--- config.mk ---
export PLATFORM = sky130hd
export DESIGN_NAME = csa_accumulator_42
export DESIGN_NICKNAME = d
export VERILOG_FILES = /design/src/rtl/csa_pkg.sv /design/src/rtl/compressor_42_row.sv /design/src/rtl/csa_accumulator_42.sv
export SDC_FILE = /design/constraint.sdc
export NUM_CORES = 1
export LEC_CHECK = 0
export CORE_MARGIN = 5
export CORE_UTILIZATION = 55
export DETAILED_ROUTE_END_ITERATION = 6
export PLACE_DENSITY = 0.74
export SLEW_MARGIN = 20
export SYNTH_ARGS = -nofsm -noshare
export SYNTH_HDL_FRONTEND = slang
export SYNTH_SLANG_ARGS = --single-unit
--- constraint.sdc ---
create_clock -name clk -period 9 [get_ports clk]
set_input_delay 2.25 -clock clk [delete_from_list [all_inputs] [get_ports clk]]
set_output_delay 2.25 -clock clk [all_outputs]
set_load 0.03 [all_outputs]
--- src/rtl/csa_pkg.sv ---
// Shared constants and helpers for the carry-save accumulator.
package csa_pkg;

  localparam int MODE_ACC   = 0;
  localparam int MODE_SHIFT = 1;
  localparam int MAX_W      = 64;

  // Sign-extend the low in_w bits of v across the whole MAX_W word.
  function automatic logic [MAX_W-1:0] sext(input logic [MAX_W-1:0] v, input int in_w);
    return MAX_W'($signed(v << (MAX_W - in_w)) >>> (MAX_W - in_w));
  endfunction

  function automatic bit acc_w_ok(input int acc_w, input int in_w);
    return (acc_w >= in_w + 1) && (acc_w <= MAX_W);
  endfunction

endpackage

--- src/rtl/compressor_42_row.sv ---
// One row of 4:2 compressor cells; horizontal carries depend only on x/y/z, so no ripple.
module compressor_42_row #(
  parameter int WIDTH = 32
) (
  input  logic [WIDTH-1:0] x,
  input  logic [WIDTH-1:0] y,
  input  logic [WIDTH-1:0] z,
  input  logic [WIDTH-1:0] w,
  input  logic             ci,
  output logic [WIDTH-1:0] s,
  output logic [WIDTH-1:0] c,
  output logic             cout
);

  logic [WIDTH:0]   chain;
  logic [WIDTH-1:0] s1;

  assign chain[0] = ci;

  for (genvar i = 0; i < WIDTH; i++) begin : g_cell
    assign s1[i]      = x[i] ^ y[i] ^ z[i];
    assign chain[i+1] = (x[i] & y[i]) | (x[i] & z[i]) | (y[i] & z[i]);
    assign s[i]       = s1[i] ^ w[i] ^ chain[i];
    // c[i] carries weight 2^(i+1); the caller shifts it into place.
    assign c[i]       = (s1[i] & w[i]) | (s1[i] & chain[i]) | (w[i] & chain[i]);
  end

  assign cout = chain[WIDTH];

endmodule

--- src/rtl/csa_accumulator_42.sv ---
// Carry-save accumulator: one 4:2 row per beat, one carry-propagate add per sequence.
module csa_accumulator_42
  import csa_pkg::*;
#(
  parameter int IN_W  = 16,
  parameter int ACC_W = 32,
  parameter int MODE  = MODE_ACC
) (
  input  logic             clk,
  input  logic             rst,
  input  logic             in_valid,
  input  logic             in_first,
  input  logic             in_last,
  input  logic             in_neg,
  input  logic [IN_W-1:0]  in_a,
  input  logic [IN_W-1:0]  in_b,
  output logic             out_valid,
  output logic [ACC_W-1:0] out_data,
  output logic             busy,
  output logic             err
);

  localparam int STAGES = 1;

  if (!acc_w_ok(ACC_W, IN_W)) begin : g_bad_width
    $error("csa_accumulator_42: ACC_W must be >= IN_W + 1 and <= 64");
  end

  logic [ACC_W-1:0] s_q, c_q;
  logic [ACC_W-1:0] a_ext, b_ext, a_op, b_op;
  logic [ACC_W-1:0] base_s, base_c;
  logic [ACC_W-1:0] row_s, row_c;
  logic             row_cout;
  logic             busy_q;
  logic             accept;
  logic [STAGES:0]  vld_pipe;

  assign accept = in_valid & (busy_q | in_first);

  assign a_ext = ACC_W'(sext(MAX_W'(in_a), IN_W));
  assign b_ext = ACC_W'(sext(MAX_W'(in_b), IN_W));
  // Negation = invert both operands; the two +1s enter at ci and the free C[0] slot.
  assign a_op  = in_neg ? ~a_ext : a_ext;
  assign b_op  = in_neg ? ~b_ext : b_ext;

  assign base_s = in_first ? '0 : (MODE == MODE_SHIFT) ? (s_q << 1) : s_q;
  assign base_c = in_first ? '0 : (MODE == MODE_SHIFT) ? (c_q << 1) : c_q;

  compressor_42_row #(.WIDTH(ACC_W)) u_row (
    .x    (a_op),
    .y    (b_op),
    .z    (base_s),
    .w    (base_c),
    .ci   (in_neg),
    .s    (row_s),
    .c    (row_c),
    .cout (row_cout)
  );

  always_ff @(posedge clk) begin
    if (rst) begin
      s_q      <= '0;
      c_q      <= '0;
      busy_q   <= 1'b0;
      vld_pipe <= '0;
      out_data <= '0;
      err      <= 1'b0;
    end else begin
      vld_pipe <= {vld_pipe[STAGES-1:0], accept & in_last};
      err      <= in_valid & ~busy_q & ~in_first;
      // vld_pipe[0] marks that S/C now hold a finished sequence.
      if (vld_pipe[STAGES-1])
        out_data <= s_q + c_q;
      if (accept) begin
        s_q    <= row_s;
        c_q    <= {row_c[ACC_W-2:0], in_neg};
        busy_q <= ~in_last;
      end
    end
  end

  assign out_valid = vld_pipe[STAGES];
  assign busy      = busy_q;

endmodule
==> metrics.cfg <==
[power]
vdd_ir_drop_max_uv=93.72
leakagePower_nw=3.322
p_int_mw=0.8642
switchingPower_mw=0.4135
power.density_nw_per_um2=150.7
switching_share_pct=32.36
power_frac_comb_pct=29.6
seqPwrFrac_pct=39.2
p_clk_share_pct=31.2

[min_path]
hold_class=flip-flop to flip-flop

[setup_path]
critical_path_class=input port to flip-flop
r2r_cells=9
startpoint_type=input port
r2r_start=s_q[0]
critPathMostFrequentCell=xnor2_1
path_max_fanout=34
slowest_delay_ps=810
end_kind=flip-flop
crit_path_end=s_q[31]
r2r_end=out_data[30]
path_cells=buf_2 -> xnor2_1 -> clkinv_1 -> ha_1 -> xnor2_1 -> nor3_1 -> mux4_2 -> a221oi_1 -> nor2_1
worstPathRequired_ps=9210
critPathBufInv=2
cp.depth=9
slowest_stage=clkinv_1
crit_arrival_ps=5770
reg2reg_slack_ps=6060
critPathLaunch=in_neg
critPathTopFamily=buffers and inverters

[timing]
fin_skew_ps=7.264
setup-violations-final=0
setup-tns-final_ps=0
tightest_slew_ps=931.7
slew-limit-headroom_pct=37.51
hold_violations=0
min_period_ps=5557
slew_viol_final=0
fin_crit_sh_pct=61.74
rsz0062_at_grt=false
max_freq_mhz=180.0

[clock_network]
htree_levels=3
postCtsSetupBuffers=0
cts_tree=done
numCtsBuffers=9
clockRootBuffer=clkbuf_16
clk_pin_slew_ps=70
clock_latency_ps=350
cts.sinks=100
hold_buffers=0
cts_resized=0
clock_path_buffers=2

[floorplanning]
die_x_microns=126.2
fp.dieArea_sq_um=15930
coreArea_sq_um=13240
row_count=42
die_h_microns=126.2
initial_core_util_pct=56.10
io_pins=73

[routing]
dr.pass1.iters=5
vias=6182
wirelength_microns=17430
drtIter0Drc=516
ant_nets=0
wire_per_inst_microns=16.20
routed_via_density=5.745
drc=0

[yosys]
yosysSeqAreaShare_pct=26.95
syn-num-nets=990
synth_cell_types=68
synth-edff-count=0
ys_ff_latch=100
synthCells=857
yosysWarningCount=0
yosys.area.top_type=dfxtp_1
avgSynthCellArea_sq_um=8.669
synthArstFlopShare_pct=0
synth_ff_type=dfxtp_1
netlist.area_leader.share_pct=26.95
synth_area_leaders=dfxtp_1, fa_1, nand2_1, a21oi_1, nor2b_1
syn_area_sq_um=7430

[global_routing]
grt_max_degree=70
grt_overflow=0
track_usage_pct=22.57
grt_pass1_vias=5972
antenna_found_initial=0
grt_pass1_wl_microns=29840

[final_layout]
final_area_sq_um=8477
nets=1028
area.growth.synth_to_final_pct=14.10
drive_gt1_share_pct=5.222
n_antenna_cell=0

[status]
outcome=finished, final reports clean

[place]
numPortBuffers=72
placed_cell_area_sq_um=8173
dp_hpwl_microns=12670
gp_congestion=0.9077

[run]
max_cap_viol_count=0

## power by group through the flow
stage | registers (mW) | logic, mW | clock network (mW)
2_1_floorplan | 0.509 | 0.277 | 0
3_3_place_gp | 0.508 | 0.359 | 0
4_1_cts | 0.500 | 0.379 | 0.410
3_5_place_dp | 0.510 | 0.374 | 0
5_1_grt | 0.505 | 0.427 | 0.431
6_report | 0.500 | 0.378 | 0.399
## area by class of cell
class	count	area, sq um
repair buffers	78	753.2
clock inverters	4	47.55
well taps	176	220.2
flip-flops and latches	100	2003
fillers	1137	4766
inverters	17	63.81
multi-input cells	689	5132
clock buffers	12	256.5
## worst min-delay path, delay by kind of cell, from the launching register on
| kind | cells | cell delay (ps) |
|---|---|---|
| and+or+nand+nor | 1 | 50 |
| AOI/OAI and AO/OA | 1 | 50 |
| DFF | 1 | 310 |
## worst min-delay path by stage
stage / start / to / slack [ps] / cells past startpoint
6_report: out_data[28] / out_data[28] / 460 / 2
2_1_floorplan: c_q[10] / c_q[10] / 450 / 2
4_1_cts: out_data[28] / out_data[28] / 460 / 2
5_1_grt: out_data[28] / out_data[28] / 480 / 2
3_5_place_dp: out_data[28] / out_data[28] / 460 / 2
3_3_place_gp: out_data[17] / out_data[17] / 440 / 2
## layout by cell type, fill, tap and decap left out, types with 4 or more instances in the layout
cell,n
inv_1,16
clkdlybuf4s50_1,69
clkbuf_16,9
a21o_1,14
nor3_1,7
a211oi_1,11
nor2b_1,65
xor2_1,34
nor2_1,43
fa_1,63
buf_4,7
nand2_1,157
nand4_1,5
o21ai_0,22
nand3b_1,4
and3_1,7
o21a_1,4
xnor2_1,18
a21oi_1,102
mux2i_1,15
o21bai_1,5
o31ai_1,4
nand3_1,11
dfxtp_1,99
a21oi_2,4
ha_1,32
nand2b_1,8
## per-layer routing
metal / vias to the layer above / track usage [%] / share of wire (%)
met5: - / 0 / 0
met4: 0 / 6.625 / 1.6
met3: 22 / 4.318 / 6.3
met2: 206 / 34.49 / 46
met1: 2980 / 32.70 / 47
li1: 2974 / - / -
## kinds of logic after synthesis
kind of cell               share of synthesized area [%]
muxes                                              2.324
xor gates and xnor gates                           6.248
and+or+nand+nor                                    20.88
buffers and inverters                              4.244
DFF                                                26.95
AOI/OAI and AO/OA                                  16.99
adders and majority gates                          22.36
## sequential cells by signal, indices dropped and copies added (netlist names)
register	flops
c_q	32
out_data	32
s_q	32
vld_pipe	2
busy	1
err	1
## synthesized netlist by cell type (3+ instances only)
cell and n:
nand2b_1 8, buf_2 6, inv_1 17, and3_1 7, dfxtp_1 100, a21oi_1 102, nor2b_1 65, xnor2_1 18
nor3_1 7, a211oi_1 11, o21ai_1 3, xor2_1 35, o31ai_1 4, clkbuf_1 32, nor2_1 43, a21o_1 14
nand3_1 11, buf_6 4, nor3b_1 3, nand4_1 5, o21ai_0 22, o21a_1 5, o21bai_1 5, fa_1 63
and3_2 3, a211oi_2 3, ha_1 32, o211ai_1 3, mux2i_1 15, nand2_1 157, buf_1 4, nand3b_1 4
a21oi_2 4, buf_4 3
## through the flow
| step | util [%] | power (mW) | worst slack [ps] | std cells | hold slack, ps |
|---|---|---|---|---|---|
| after floorplan | - | 0.7859 | 3252 | 857 | 448.5 |
| final | 64.01 | 1.278 | 3443 | 1076 | 461.8 |
| after global routing | 64.01 | 1.363 | 3081 | 1076 | 482.8 |
| after CTS | 64.01 | 1.288 | 3593 | 1076 | 464.9 |
| after detailed placement | 61.72 | 0.8836 | 3229 | 1060 | 455.1 |
| after global placement | 61.72 | 0.8667 | 3344 | 1060 | 438.7 |
Power figures use the tool's default switching activity.
